===== config.mk =====
export PLATFORM = sky130hd
export DESIGN_NAME = countdown_ctrl
export DESIGN_NICKNAME = d
export VERILOG_FILES = /design/src/rtl/countdown_pkg.sv /design/src/rtl/bcd2_inc.sv /design/src/rtl/countdown_ctrl.sv
export SDC_FILE = /design/constraint.sdc
export NUM_CORES = 1
export LEC_CHECK = 0
export CORE_MARGIN = 3
export CORE_UTILIZATION = 40
export DETAILED_ROUTE_END_ITERATION = 8
export PLACE_DENSITY_LB_ADDON = 0.15
export SYNTH_ARGS = -nofsm -noshare
export SYNTH_HDL_FRONTEND = slang
export SYNTH_SLANG_ARGS = --single-unit

===== constraint.sdc =====
create_clock -name clk -period 2 [get_ports clk]
set_input_delay 0.2 -clock clk [delete_from_list [all_inputs] [get_ports clk]]
set_output_delay 0.2 -clock clk [all_outputs]
set_load 0.01 [all_outputs]

===== src/rtl/countdown_pkg.sv =====
// Shared encodings and constants for the MM:SS countdown sequencer.
package countdown_pkg;

  typedef enum logic [1:0] {
    ST_IDLE  = 2'd0,
    ST_RUN   = 2'd1,
    ST_PAUSE = 2'd2,
    ST_ALARM = 2'd3
  } state_e;

  localparam int              BCD_W    = 8;
  localparam logic [BCD_W-1:0] SEC_WRAP = 8'h59;
  localparam logic [BCD_W-1:0] MIN_WRAP = 8'h99;
  localparam logic [15:0]      ZERO_VAL = 16'h0000;
  localparam logic [15:0]      ONE_VAL  = 16'h0001;

endpackage


===== src/rtl/bcd2_inc.sv =====
// Two-digit BCD +1 with a configurable wrap point (59 for seconds, 99 for minutes).
module bcd2_inc
  import countdown_pkg::*;
#(
  parameter logic [BCD_W-1:0] WRAP = MIN_WRAP
) (
  input  logic [BCD_W-1:0] val,
  output logic [BCD_W-1:0] inc
);

  always_comb begin
    inc = '0;
    if (val == WRAP) begin
      inc = '0;
    end else if (val[3:0] == 4'd9) begin
      inc = {val[7:4] + 4'd1, 4'd0};
    end else begin
      inc = {val[7:4], val[3:0] + 4'd1};
    end
  end

endmodule


===== src/rtl/countdown_ctrl.sv =====
// Start/pause/clear/alarm sequencer for the BCD countdown datapath.
// Optional beep output enabled by defining COUNTDOWN_CTRL_BEEP_EN.
module countdown_ctrl
  import countdown_pkg::*;
#(
  parameter int               CNT_W        = 16,
  parameter logic [CNT_W-1:0] DEFAULT_LOAD = 16'h0100,
  parameter int               ALARM_SECS   = 10
) (
  input  logic             clk,
  input  logic             rst,
  input  logic             tick,
  input  logic             btn_ss,
  input  logic             btn_clr,
  input  logic             btn_min,
  input  logic             btn_sec,
  input  logic [CNT_W-1:0] cnt_value,
  output logic [CNT_W-1:0] cnt_load,
  output logic             cnt_loaden,
  output logic             cnt_dec,
  output logic             running,
  output logic             alarm,
  output logic [1:0]       state
`ifdef COUNTDOWN_CTRL_BEEP_EN
  ,
  output logic             beep
`endif
);

  localparam int AW = $clog2(ALARM_SECS + 1);

  state_e           state_q, state_d;
  logic [CNT_W-1:0] preset_q, preset_d;
  logic             loaden_q, loaden_d;
  logic             dec_q, dec_d;
  logic             running_q, running_d;
  logic             alarm_q, alarm_d;
  logic [AW-1:0]    acnt_q, acnt_d;
  logic             rst_hold_q;
  logic [BCD_W-1:0] min_inc, sec_inc;
`ifdef COUNTDOWN_CTRL_BEEP_EN
  logic             beep_q, beep_d;
`endif

  bcd2_inc #(.WRAP(MIN_WRAP)) u_min_inc (.val(preset_q[15:8]), .inc(min_inc));
  bcd2_inc #(.WRAP(SEC_WRAP)) u_sec_inc (.val(preset_q[7:0]),  .inc(sec_inc));

  always_comb begin
    state_d  = state_q;
    preset_d = preset_q;
    // keeps the load strobe up for the first cycle out of reset
    loaden_d = rst_hold_q;
    dec_d    = 1'b0;
    acnt_d   = acnt_q;
`ifdef COUNTDOWN_CTRL_BEEP_EN
    beep_d   = beep_q;
`endif
    if (btn_clr) begin
      state_d  = ST_IDLE;
      loaden_d = 1'b1;
    end else begin
      case (state_q)
        ST_IDLE: begin
          if (btn_ss) begin
            if (cnt_value != CNT_W'(ZERO_VAL)) state_d = ST_RUN;
          end else if (btn_min || btn_sec) begin
            if (btn_min) preset_d[15:8] = min_inc;
            if (btn_sec) preset_d[7:0]  = sec_inc;
            loaden_d = 1'b1;
          end
        end
        ST_RUN: begin
          if (btn_ss) begin
            state_d = ST_PAUSE;
          end else if (cnt_value == CNT_W'(ZERO_VAL)) begin
            state_d = ST_ALARM;
          end else if (tick) begin
            dec_d = 1'b1;
            if (cnt_value == CNT_W'(ONE_VAL)) state_d = ST_ALARM;
          end
        end
        ST_PAUSE: begin
          if (btn_ss) state_d = ST_RUN;
        end
        ST_ALARM: begin
          if (btn_ss) begin
            state_d  = ST_IDLE;
            loaden_d = 1'b1;
          end else if (tick) begin
            acnt_d = acnt_q + AW'(1);
`ifdef COUNTDOWN_CTRL_BEEP_EN
            beep_d = ~beep_q;
`endif
            if (acnt_d == AW'(ALARM_SECS)) begin
              state_d  = ST_IDLE;
              loaden_d = 1'b1;
            end
          end
        end
        default: state_d = ST_IDLE;
      endcase
    end
    // counter and beep only live while staying in ALARM; cleared on entry and exit
    if (state_q != ST_ALARM || state_d != ST_ALARM) begin
      acnt_d = '0;
`ifdef COUNTDOWN_CTRL_BEEP_EN
      beep_d = 1'b0;
`endif
    end
    if (loaden_d) dec_d = 1'b0;
    running_d = (state_d == ST_RUN);
    alarm_d   = (state_d == ST_ALARM);
  end

  always_ff @(posedge clk) begin
    if (rst) begin
      state_q    <= ST_IDLE;
      preset_q   <= DEFAULT_LOAD;
      loaden_q   <= 1'b1;
      dec_q      <= 1'b0;
      running_q  <= 1'b0;
      alarm_q    <= 1'b0;
      acnt_q     <= '0;
      rst_hold_q <= 1'b1;
`ifdef COUNTDOWN_CTRL_BEEP_EN
      beep_q     <= 1'b0;
`endif
    end else begin
      state_q    <= state_d;
      preset_q   <= preset_d;
      loaden_q   <= loaden_d;
      dec_q      <= dec_d;
      running_q  <= running_d;
      alarm_q    <= alarm_d;
      acnt_q     <= acnt_d;
      rst_hold_q <= 1'b0;
`ifdef COUNTDOWN_CTRL_BEEP_EN
      beep_q     <= beep_d;
`endif
    end
  end

  assign cnt_load   = preset_q;
  assign cnt_loaden = loaden_q;
  assign cnt_dec    = dec_q;
  assign running    = running_q;
  assign alarm      = alarm_q;
  assign state      = state_q;
`ifdef COUNTDOWN_CTRL_BEEP_EN
  assign beep       = beep_q;
`endif

endmodule


Yosys cells after proc, flatten, opt, wreduce, memory -nomap -nowiden. Cells that the tools add are included.

$add $sub $neg: 5. Equality and inequality tests: 13. Mux-type cells: 25. Bitwise logic cells: 3. Reduce and logical (&&, ||, !) cells: 14.

Operator list (number): two-way mux 8 bit (4); two-way mux 2 bit (11); adder 4 x 1 -> 4 bit (second input constant) (5); == test 16 x 1 -> 1 bit (second input constant) (1); logical NOT 16 bit (1); nonzero test 16 bit (1); == test 4 bit (second input constant) (3); AND reduction 6 bit (2); AND reduction 5 bit (2); == test 8 x 7 -> 1 bit (second input constant) (1); == test 8 bit (second input constant) (1); two-way mux 1 bit (8); one-hot mux 2 bit (4 select lines) (1); == test 2 bit (second input constant) (3); OR reduction 6 bit (1); == test 2 x 1 -> 1 bit (second input constant) (2); != test 2 bit (second input constant) (2); AND reduction 4 bit (1); nonzero test 2 bit (2); NOT 1 bit (3); logical NOT 2 bit (1); logical OR 1 bit (2); one-hot mux 1 bit (2 select lines) (1); OR reduction 2 bit (1).

Flip-flop bits (word level): 27. Bits of input ports: 23. Output and inout bits: 22. Word-level logic and storage cells: 71.

Logic depth before layout (Yosys ltp). Gate-level depths: netlist (run 1).

Word-level depth: 10. Gate-level depth with buffers: 8. Gate-level depth less buffers: 7.

Hierarchy. A second synthesis (run 1) with hierarchy kept.

Cell total of the unflattened synthesis: 199. Area total of the unflattened synthesis: 1696.6 sq um.

By module, submodules not included: countdown_ctrl (instances 1, cells each 145, area an instance 1270.0 sq um); bcd2_inc (u_sec_inc) (instances 1, cells each 26, area an instance 217.7 sq um); bcd2_inc (u_min_inc) (instances 1, cells each 28, area an instance 209.0 sq um).

Least setup slack after synthesis (run 1). Ideal clock, no wire load.

Path type: flip-flop to flip-flop. From: register state_q[1] (netlist: state[1]). To: register preset_q[7] (netlist: cnt_load[7]). Setup time: 71 ps. Data arrival time: 1792 ps. Slack: 137 ps. Stages on the path, launching flop included: 8. Buffers on the path: 1. Clock period less this slack: 1863 ps. Path through: dfxtp_1 -> inv_1 -> ha_1 -> and3_1 -> buf_6 -> nand4b_4 -> or4_1 -> a21oi_1.

Word-level cells in the longest chain between the ends: 2.

RTL lines: start: declaration (line countdown_ctrl.sv:32) `state_e state_q, state_d;`; start signal: assignment (line countdown_ctrl.sv:129) `state_q <= state_d;`; logical NOT 2 bit (line countdown_ctrl.sv:62) `case (state_q)`; AND reduction 6 bit (no line); end signal: assignment (line countdown_ctrl.sv:130) `preset_q <= preset_d;`; end: declaration (line countdown_ctrl.sv:33) `logic [CNT_W-1:0] preset_q, preset_d;`.

No other way between the ends. A chain may end at the register's enable or synchronous reset.

Worst setup path after layout (run 1).
From: register acnt_q[0]. To: register acnt_q[0].

Word-level cells in the longest chain between the ends: 10.

RTL lines: start: declaration (line countdown_ctrl.sv:38) `logic [AW-1:0] acnt_q, acnt_d;`; start signal: assignment (line countdown_ctrl.sv:135) `acnt_q <= acnt_d;`; adder 4 x 1 -> 4 bit * (line countdown_ctrl.sv:90) `acnt_d = acnt_q + AW'(1);`; == test 4 bit (line countdown_ctrl.sv:94) `if (acnt_d == AW'(ALARM_SECS)) begin`; two-way mux 2 bit (line countdown_ctrl.sv:94); two-way mux 2 bit (line countdown_ctrl.sv:89) `end else if (tick) begin`; two-way mux 2 bit (line countdown_ctrl.sv:86) `if (btn_ss) begin`; one-hot mux 2 bit (4 select lines) (line countdown_ctrl.sv:62); two-way mux 2 bit (line countdown_ctrl.sv:58) `if (btn_clr) begin`; != test 2 bit (line countdown_ctrl.sv:104) `if (state_q != ST_ALARM || state_d != ST_ALARM) begin`; logical OR 1 bit (line countdown_ctrl.sv:104); OR reduction 2 bit (no line).

Every way passes the cells marked *; elsewhere a longest branch is shown, timed or not.

==> reports/results.ini, run 1 <==
[run_status]
status = finished, final reports clean

[timing]
fin_tns_setup_ns = 0
tightest_slew_ns = 0.368
rsz0062_at_grt = false
setup_slack_ns = 0.171
finClkSkew_ns = 0.00987
period_minus_slack_ns = 1.83
setup_viol = 0
whs_ns = 0.511
period_share_pct = 91.4
max_freq_mhz = 547
slew_headroom_pct = 75.3
finalHoldViolCount = 0
drv_slew = 0

[clocking]
postCtsResizedCells = 0
clk_pin_slew_ns = 0.10
cts_tree = built
numCtsBuffers = 3
clock_path_buffers = 2
clk_latency_ns = 0.27
cts_hold_buf = 0
cts_sinks = 27
cts_setup_buffers = 0
cts-root-buf = clkbuf_8
cts_max_level = 1

[layout]
final_cell_mix = clkdlybuf4s50_1, dfxtp_1, buf_4, nor3_1
nNetsFinal = 274
final_common_cell = clkdlybuf4s50_1
area_growth_pct = 44.2
final.fill_count = 332
final_util_pct = 60.7
layout-drive-gt1-share_pct = 12.7
n_antenna_cell = 0

[place]
place.gp.congestion = 0.820
dp_slack_ns = -0.0121
hpwl_mm = 3.18
portBuffers = 44

[detailed_routing]
viasPerCell = 5.27
wl_per_cell_um = 14.1
vias = 1498
drt_iter0_markers = 80
ant_nets = 0
drc = 0
drt-total-wl_mm = 4.00
drtPass1Iterations = 4

[global_route]
first_global_vias = 1403
grt_overflow = 0
grt_usage_pct = 18.8
antenna_found_initial = 0
grt_pass1_wl_mm = 6.61
grt_max_degree = 18

[critical_path]
worst-endpoint-arrival_ns = 1.99
startpoint_type = flip-flop
critPathKind = flip-flop to flip-flop
r2r-start = acnt_q[0]$_SDFFE_PP0P_
end_kind = flip-flop
setup.worst_path.start = acnt_q[0]$_SDFFE_PP0P_
cp_max_fo = 6
cp.required_ns = 2.16
rr_worst_depth = 7

[power]
pwr-share-seq_pct = 52.8
ir_drop_uv = 237
switching_share_pct = 24.9
p_comb_share_pct = 17.3
switching_power_uw = 263
powerDensity_nw_per_um2 = 472
p_int_uw = 792
clock_power_share_pct = 29.9
p_leak_nw = 0.864
total_power_mw = 1.06

[yosys]
synth-main-ff-cell = dfxtp_1
synth-edff-count = 0
synth_fa_ha_area_share_pct = 11.3
synth_top_family_by_area = simple AND/OR/NAND/NOR gates
synth_mux_area_share_pct = 0
netlist.area_leader.share_pct = 34.8
post_synth_xor_area_fraction_pct = 5.65
synth_area_um2 = 1550
netlist_top_cells_area = dfxtp_1, ha_1, nor3_1, o21ai_0, inv_1
synth_nets = 214
synthArstFlopShare_pct = 0
ys_seq_area_share_pct = 34.8
synth_top_area_cell = dfxtp_1
yosys_warnings = 0
yosysUniqueCellTypes = 43
synth.avg_cell_area_um2 = 8.77
synth-compound-area-share_pct = 16.7
yosys.area_share.simple_pct = 26.2
synth-seq-cells = 27
synthCells = 177

[floorplanning]
ioPinCount = 45
core-area_um2 = 3690
die_height_um = 68.3
start_util_pct = 42.1
die_area_um2 = 4660
num_rows = 22
die_w_um = 68.3

[min_path]
hold_path.class = flip-flop to flip-flop
holdPathStages = 2
hold_start = cnt_load[7]$_SDFFE_PP0P_

[run]
cap_violations = 0

-- power groups by stage --
| stage | combinational [mW] | sequential, mW | clock, mW |
|---|---|---|---|
| 2_1_floorplan | 0.0713 | 0.574 | 0 |
| 4_1_cts | 0.179 | 0.557 | 0.327 |
| 6_report | 0.183 | 0.557 | 0.315 |
| 5_1_grt | 0.200 | 0.559 | 0.350 |
| 3_3_place_gp | 0.174 | 0.569 | 0 |
| 3_5_place_dp | 0.178 | 0.570 | 0 |
-- critical path, stage by stage (launching register included) --
cell and delay [ns]:
dfxtp_2 0.37, ha_1 0.23, xor2_1 0.14, nor3_1 0.29, a211oi_1 0.16, o311ai_4 0.32
buf_12 0.15, nor3_1 0.04
-- flip-flops by register name, indices dropped and copies added, names as in the netlist --
name	flops
acnt_q	4
alarm	1
rst_hold_q	1
cnt_load	16
running	1
cnt_dec	1
state	2
cnt_loaden	1
-- synthesized netlist by cell type (2+ instances only) --
master,n
a211o_1,2
a211oi_1,2
a21oi_1,9
and3b_1,2
clkbuf_1,4
dfxtp_1,27
ha_1,14
inv_1,14
nand2_1,8
nand3_1,7
nand4_1,6
nand4bb_1,2
nor2_1,12
nor2b_1,2
nor3_1,15
nor4_1,4
o21ai_0,11
or3_1,2
or4_1,2
xnor2_1,5
xor2_1,5
-- layer usage --
| metal | up-vias | share of wire (%) | global-route usage (%) |
|---|---|---|---|
| li1 | 764 | - | - |
| met1 | 717 | 43 | 22.6 |
| met2 | 15 | 54 | 33.6 |
| met3 | 2 | 2.0 | 3.45 |
| met4 | 0 | 0.58 | 5.46 |
| met5 | - | 0 | 0 |
-- metrics by stage --
step                instance area [um2]  cells
finish                             2240    284
detailed placement                 2160    280
CTS                                2210    284
floorplan                          1550    177
global route                       2240    284
global placement                   2160    280
-- final cells by class --
cell class                      instances  area, um2  share of cell area (%)
Clock buffer                            3       41.3                    1.85
Clock inverter                          1       7.51                   0.336
Inverter                               14       52.6                    2.35
Multi-Input combinational cell        130        952                    42.6
Sequential cell                        27        543                    24.3
Tap cell                               48       60.1                    2.68
Timing Repair Buffer                   61        581                    26.0
-- logic make-up after synthesis --
| kind of cell | Yosys count |
|---|---|
| and+or+nand+nor | 70 |
| AOI/OAI and AO/OA | 36 |
| DFF | 27 |
| buffers and inverters | 20 |
| adders and majority gates | 14 |
| xor gates and xnor gates | 10 |
-- final timing paths --
kind | end | slack [ns]
min reg2reg | cnt_load[7]$_SDFFE_PP0P_ | 0.51
min | cnt_load[7]$_SDFFE_PP0P_ | 0.51
max reg2reg | acnt_q[0]$_SDFFE_PP0P_ | 0.17
max | acnt_q[0]$_SDFFE_PP0P_ | 0.17
No activity file was read; power rests on OpenSTA's default activity.
==> run 2, diff against run 1 <==
--- a/config.mk
+++ b/config.mk
@@ -5,7 +5,8 @@
 export SDC_FILE = /design/constraint.sdc
 export NUM_CORES = 1
 export LEC_CHECK = 0
-export CORE_MARGIN = 3
+export ABC_AREA = 1
+export CORE_MARGIN = 2
 export CORE_UTILIZATION = 40
 export DETAILED_ROUTE_END_ITERATION = 8
 export PLACE_DENSITY_LB_ADDON = 0.15
==> run 2 against run 1 <==
  * Routed wire length fell by 20%
  * Maximum frequency rose by 7.1%
  * Total power fell by 2.9%
  * Utilization fell by 3.3 points
  * Non-clock buffer count fell by 14
  * Global-route usage fell by 2.9 points
  * Combinational power fell by 9%
  * Largest cell class unchanged
  * Largest power group unchanged
==> reports/results.ini, run 2 <==
[timing]
finClkSkew_ns = 0.00515  ; -0.00472 ns
finalHoldViolCount = 0  ; unchanged
setup_slack_ns = 0.293  ; +0.121 ns
period_minus_slack_ns = 1.71  ; -0.121 ns
setup_viol = 0  ; unchanged
fin_tns_setup_ns = 0  ; unchanged
slew_headroom_pct = 81.3  ; +5.9 points
rsz0062_at_grt = false
max_freq_mhz = 586  ; +7.1%
tightest_slew_ns = 0.280  ; -0.0878 ns
period_share_pct = 85.4  ; -6.1 points
drv_slew = 0  ; unchanged

[detailed_routing]
drt-total-wl_mm = 3.18  ; -20%
viasPerCell = 4.63  ; -12%
wl_per_cell_um = 10.3  ; -27%
drtPass1Iterations = 4  ; unchanged
drc = 0  ; unchanged
drt_iter0_markers = 42  ; -48%
ant_nets = 0  ; unchanged
vias = 1427  ; -4.7%

[clocking]
clk_pin_slew_ns = 0.09  ; about the same
clk_latency_ns = 0.26  ; about the same
cts-root-buf = clkbuf_8
cts_tree = built
cts_setup_buffers = 0  ; unchanged
cts_max_level = 1  ; unchanged
cts_sinks = 27  ; unchanged
clock_path_buffers = 2  ; unchanged
postCtsResizedCells = 0  ; unchanged
cts_hold_buf = 0  ; unchanged
numCtsBuffers = 3  ; unchanged

[layout]
multi_input_area_um2 = 893  ; -6.2%
final.fill_count = 367  ; +11%
final_util_pct = 57.3  ; -3.3 points
area_growth_pct = 36.5
fin_area_um2 = 2130  ; -4.8%
layout-drive-gt1-share_pct = 10.4  ; -2.3 points
final_common_cell = clkdlybuf4s50_1
n_antenna_cell = 0  ; unchanged
largest_reg_flops = 16  ; unchanged
nNetsFinal = 298  ; +8.8%
register_area_um2 = 541  ; -0.46%
final_cell_mix = clkdlybuf4s50_1, inv_1, nand2_1, nor2_1, dfxtp_1

[place]
portBuffers = 44  ; unchanged
place_area_um2 = 2080  ; -3.6%
dp_slack_ns = 0.208  ; +0.220 ns
place.gp.congestion = 0.781  ; -4.7%
hpwl_mm = 2.60  ; -18%

[power]
ir_drop_uv = 511  ; +120%
p_leak_nw = 0.859  ; -0.59%
powerDensity_nw_per_um2 = 481  ; +1.9%
total_power_mw = 1.02  ; -2.9%

[global_route]
grt_pass1_wl_mm = 5.60  ; -15%
grt_max_degree = 16  ; -2
grt_overflow = 0  ; unchanged
antenna_found_initial = 0  ; unchanged
grt_usage_pct = 15.9  ; -2.9 points
first_global_vias = 1357  ; -3.3%

[yosys]
ys_seq_area_share_pct = 34.6  ; -0.22 points
netlist.area_leader.share_pct = 34.6  ; -0.22 points
synth-seq-cells = 27  ; unchanged
synth-main-ff-cell = dfxtp_1
synth-edff-count = 0  ; unchanged
synth_nets = 246  ; +15%
synthCells = 209  ; +18%
synth_top_area_cell = dfxtp_1
ys_top_cells_by_count = inv_1, nand2_1, nor2_1
netlist_top_cells_area = dfxtp_1, ha_1, inv_1, nand2_1, nor2_1
yosysUniqueCellTypes = 28  ; -35%
synth.avg_cell_area_um2 = 7.47  ; -15%
synth_area_um2 = 1560  ; +0.65%
synthArstFlopShare_pct = 0  ; unchanged
yosys_warnings = 0  ; unchanged

[floorplanning]
die_w_um = 66.5  ; -2.6%
core-area_um2 = 3720  ; +0.75%
start_util_pct = 42.0  ; -0.042 points
ioPinCount = 45  ; unchanged
die_area_um2 = 4420  ; -5.2%
die_height_um = 66.5  ; -2.6%
num_rows = 22  ; unchanged

[critical_path]
cp.required_ns = 2.17  ; about the same
end_kind = flip-flop
critPathKind = flip-flop to flip-flop
startpoint_type = flip-flop
cp_max_fo = 7  ; +1
worst-endpoint-arrival_ns = 1.87  ; -0.12 ns

[run_status]
status = finished, final reports clean

[run]
cap_violations = 0  ; unchanged

[min_path]
hold_path.class = flip-flop to flip-flop

[run 2: cell count changes after synthesis, moves of 4 or more]
cell and delta:
nand3_1 +8, nand2_1 +24, inv_1 +18, nand2_2 +5
clkbuf_1 -4, o21ai_0 -6, nor4_1 -4, nand3_2 +4
nor2_1 +16, nor3_1 -10
[run 2: per-stage QoR]
stage,std cells,hold WS (ns)
2_1_floorplan,209,0.228
3_3_place_gp,304,0.503
3_5_place_dp,304,0.509
4_1_cts,308,0.525
5_1_grt,308,0.548
6_report,308,0.522
[run 2: final timing paths]
kind | cells after the start | end | slack, ns | startpoint
max | 8 | cnt_load[5]$_SDFFE_PP0P_ | 0.29 | state[0]$_SDFF_PP0_
min | 2 | cnt_load[7]$_SDFFE_PP0P_ | 0.52 | cnt_load[7]$_SDFFE_PP0P_
max reg2reg | 8 | cnt_load[5]$_SDFFE_PP0P_ | 0.29 | state[0]$_SDFF_PP0_
min reg2reg | 2 | cnt_load[7]$_SDFFE_PP0P_ | 0.52 | cnt_load[7]$_SDFFE_PP0P_
[run 2: routing by layer]
| metal | vias up | global-route usage, % | part of all wire, % | wire (um) |
|---|---|---|---|---|
| li1 | 775 | - | - | - |
| met1 | 618 | 20.2 | 48 | 1510 |
| met2 | 32 | 26.4 | 44 | 1400 |
| met3 | 2 | 3.21 | 7.6 | 241 |
| met4 | 0 | 5.87 | 0.79 | 25 |
| met5 | - | 0 | 0 | 0 |
[run 2: logic make-up (layout without fill, tap and decap cells)]
family,count (synthesis),after routing,synth area share (%)
xor gates and xnor gates,7,7,3.93
AOI/OAI and AO/OA,27,27,11.1
adders and majority gates,14,14,11.2
and+or+nand+nor,100,100,30.9
DFF,27,27,34.6
buffers and inverters,34,85,8.17
[run 2: cell type report]
cell class                 count  share of cell area, %
clock inverter                 1                  0.235
tap                           48                   2.82
clock buffer                   3                   1.94
multi-input combinational    148                   41.9
timing repair buffer          47                   21.7
sequential                    27                   25.4
inverter                      34                   5.99
[run 2: power by group]
part / switching (mW) / total, mW / internal [mW]
combinational: 0.0793 / 0.167 / 0.0880
clock: 0.161 / 0.300 / 0.139
sequential: 0.00869 / 0.557 / 0.548
[run 2: worst max-delay path, cell delays in order, from the launching register on]
cell     delay (ns)
dfxtp_1        0.35
inv_1          0.14
ha_1           0.33
nand3_2        0.23
nor2_4         0.18
inv_2          0.06
nand2_2        0.12
o21ai_1        0.08
o21a_1         0.11
==> run 3, diff against run 2 <==
--- a/config.mk
+++ b/config.mk
@@ -9,6 +9,7 @@
 export CORE_MARGIN = 2
 export CORE_UTILIZATION = 40
 export DETAILED_ROUTE_END_ITERATION = 8
+export MAX_ROUTING_LAYER = met4
 export PLACE_DENSITY_LB_ADDON = 0.15
 export SYNTH_ARGS = -nofsm -noshare
 export SYNTH_HDL_FRONTEND = slang
==> run 3 against run 2 <==
  * Final cell count unchanged
  * Clock skew about the same
  * Count of clock-buffer cells in the layout stayed put
  * Critical path depth unchanged
  * Maximum frequency hardly changed
  * Critical endpoint unchanged
  * Largest power group unchanged
==> reports/results.ini, run 3 (synthesis gave the netlist of run 2 again) <==
[run_status]
status = finished, final reports clean

[detailed_routing]
drt-total-wl_mm = 3.18  ; -0.13%
drt_iter0_markers = 39  ; -7.1%
drtPass1Iterations = 4  ; unchanged
ant_nets = 0  ; unchanged
vias = 1428  ; +0.070%
wl_per_cell_um = 10.3  ; -0.13%
drc = 0  ; unchanged
viasPerCell = 4.64  ; about the same

[clocking]
numCtsBuffers = 3  ; unchanged
cts_sinks = 27  ; unchanged
clk_pin_slew_ns = 0.09  ; about the same
cts_max_level = 1  ; unchanged
cts_hold_buf = 0  ; unchanged
clk_latency_ns = 0.26  ; about the same
cts_setup_buffers = 0  ; unchanged
cts_tree = built
clock_path_buffers = 2  ; unchanged
postCtsResizedCells = 0  ; unchanged
cts-root-buf = clkbuf_8

[global_route]
grt_pass1_wl_mm = 5.60  ; unchanged
grt_usage_pct = 16.3  ; +0.42 points
grt_overflow = 0  ; unchanged
first_global_vias = 1357  ; unchanged
antenna_found_initial = 0  ; unchanged
grt_max_degree = 16  ; unchanged

[floorplanning]
die_area_um2 = 4420  ; unchanged
die_height_um = 66.5  ; unchanged
num_rows = 22  ; unchanged
die_w_um = 66.5  ; unchanged
start_util_pct = 42.0  ; unchanged
ioPinCount = 45  ; unchanged
core-area_um2 = 3720  ; unchanged

[critical_path]
cp_max_fo = 7  ; unchanged
ff2ff_setup_slack_ns = 0.29  ; about the same
rr_worst_depth = 8  ; unchanged
critPathKind = flip-flop to flip-flop
setup.worst_path.start = state[0]$_SDFF_PP0_
cp.required_ns = 2.17  ; about the same
startpoint_type = flip-flop
end_kind = flip-flop
r2r-start = state[0]$_SDFF_PP0_
reg2reg_to = cnt_load[5]$_SDFFE_PP0P_
worst-endpoint-arrival_ns = 1.87  ; about the same

[place]
hpwl_mm = 2.60  ; unchanged
portBuffers = 44  ; unchanged
place.gp.congestion = 0.792  ; +1.4%
place_area_um2 = 2080  ; unchanged

[layout]
layout-drive-gt1-share_pct = 10.4  ; unchanged
final.fill_count = 367  ; unchanged
area_growth_pct = 36.5  ; unchanged
final_common_cell = clkdlybuf4s50_1
final_util_pct = 57.3  ; unchanged
register_area_um2 = 541  ; unchanged
largest_reg_flops = 16  ; unchanged
final_cell_mix = clkdlybuf4s50_1, inv_1, nand2_1, nor2_1, dfxtp_1
fin_area_um2 = 2130  ; unchanged
n_antenna_cell = 0  ; unchanged
multi_input_area_um2 = 893  ; unchanged
nNetsFinal = 298  ; unchanged

[timing]
finalHoldViolCount = 0  ; unchanged
max_freq_mhz = 586  ; about the same
rsz0062_at_grt = false
period_minus_slack_ns = 1.71  ; -0.000924 ns
finClkSkew_ns = 0.00526  ; +0.000106 ns
drv_slew = 0  ; unchanged
tightest_slew_ns = 0.280  ; unchanged
period_share_pct = 85.3  ; about the same
slew_headroom_pct = 81.3  ; unchanged
setup_viol = 0  ; unchanged
fin_tns_setup_ns = 0  ; unchanged

[min_path]
whs_endpoint = cnt_load[7]$_SDFFE_PP0P_
holdPathStages = 2  ; unchanged
hold_path.class = flip-flop to flip-flop
hold_start = cnt_load[7]$_SDFFE_PP0P_

[power]
p_leak_nw = 0.859  ; unchanged
ir_drop_uv = 510  ; about the same
powerDensity_nw_per_um2 = 481  ; about the same

[run]
cap_violations = 0  ; unchanged

-- run 3: routing by layer --
metal  vias up  GRT usage [%]  wire length, um
li1        775              -                -
met1       619           20.4             1530
met2        32           26.4             1400
met3         2           2.87              222
met4         0           5.87               24
met5         -              -                0
-- run 3: where the power goes --
part           switching, mW  leakage [nW]  total [mW]  internal, mW
sequential           0.00871         0.219       0.557         0.548
combinational         0.0793         0.614       0.167        0.0880
clock                  0.161        0.0255       0.300         0.139
total                  0.249         0.859        1.02         0.775
-- run 3: final cells by class --
type	instances	share of cell area [%]
Clock buffer	3	1.94
Clock inverter	1	0.235
Inverter	34	5.99
Multi-Input combinational cell	148	41.9
Sequential cell	27	25.4
Tap cell	48	2.82
Timing Repair Buffer	47	21.7
-- run 3: how the worst max path moves through the flow --
stage | end | cells after the start
after detailed placement | acnt_q[1]$_SDFFE_PP0P_ | 11
after CTS | cnt_load[5]$_SDFFE_PP0P_ | 8
final | cnt_load[5]$_SDFFE_PP0P_ | 8
after floorplan | cnt_load[5]$_SDFFE_PP0P_ | 8
after global routing | acnt_q[1]$_SDFFE_PP0P_ | 12
after global placement | acnt_q[1]$_SDFFE_PP0P_ | 11
-- run 3: through the flow --
stage | setup WS (ns) | hold WS [ns] | total power, mW | std cells
CTS | 0.276 | 0.525 | 1.04 | 308
floorplan | 0.481 | 0.228 | 0.647 | 209
detailed placement | 0.208 | 0.509 | 0.737 | 304
global route | 0.0853 | 0.548 | 1.08 | 308
global placement | 0.221 | 0.503 | 0.735 | 304
finish | 0.294 | 0.522 | 1.02 | 308
-- run 3: worst max-delay path: stages (launching register included) --
cell and delay [ns]:
dfxtp_1 0.35, inv_1 0.14, ha_1 0.33, nand3_2 0.23, nor2_4 0.18, inv_2 0.06
nand2_2 0.12, o21ai_1 0.08, o21a_1 0.11
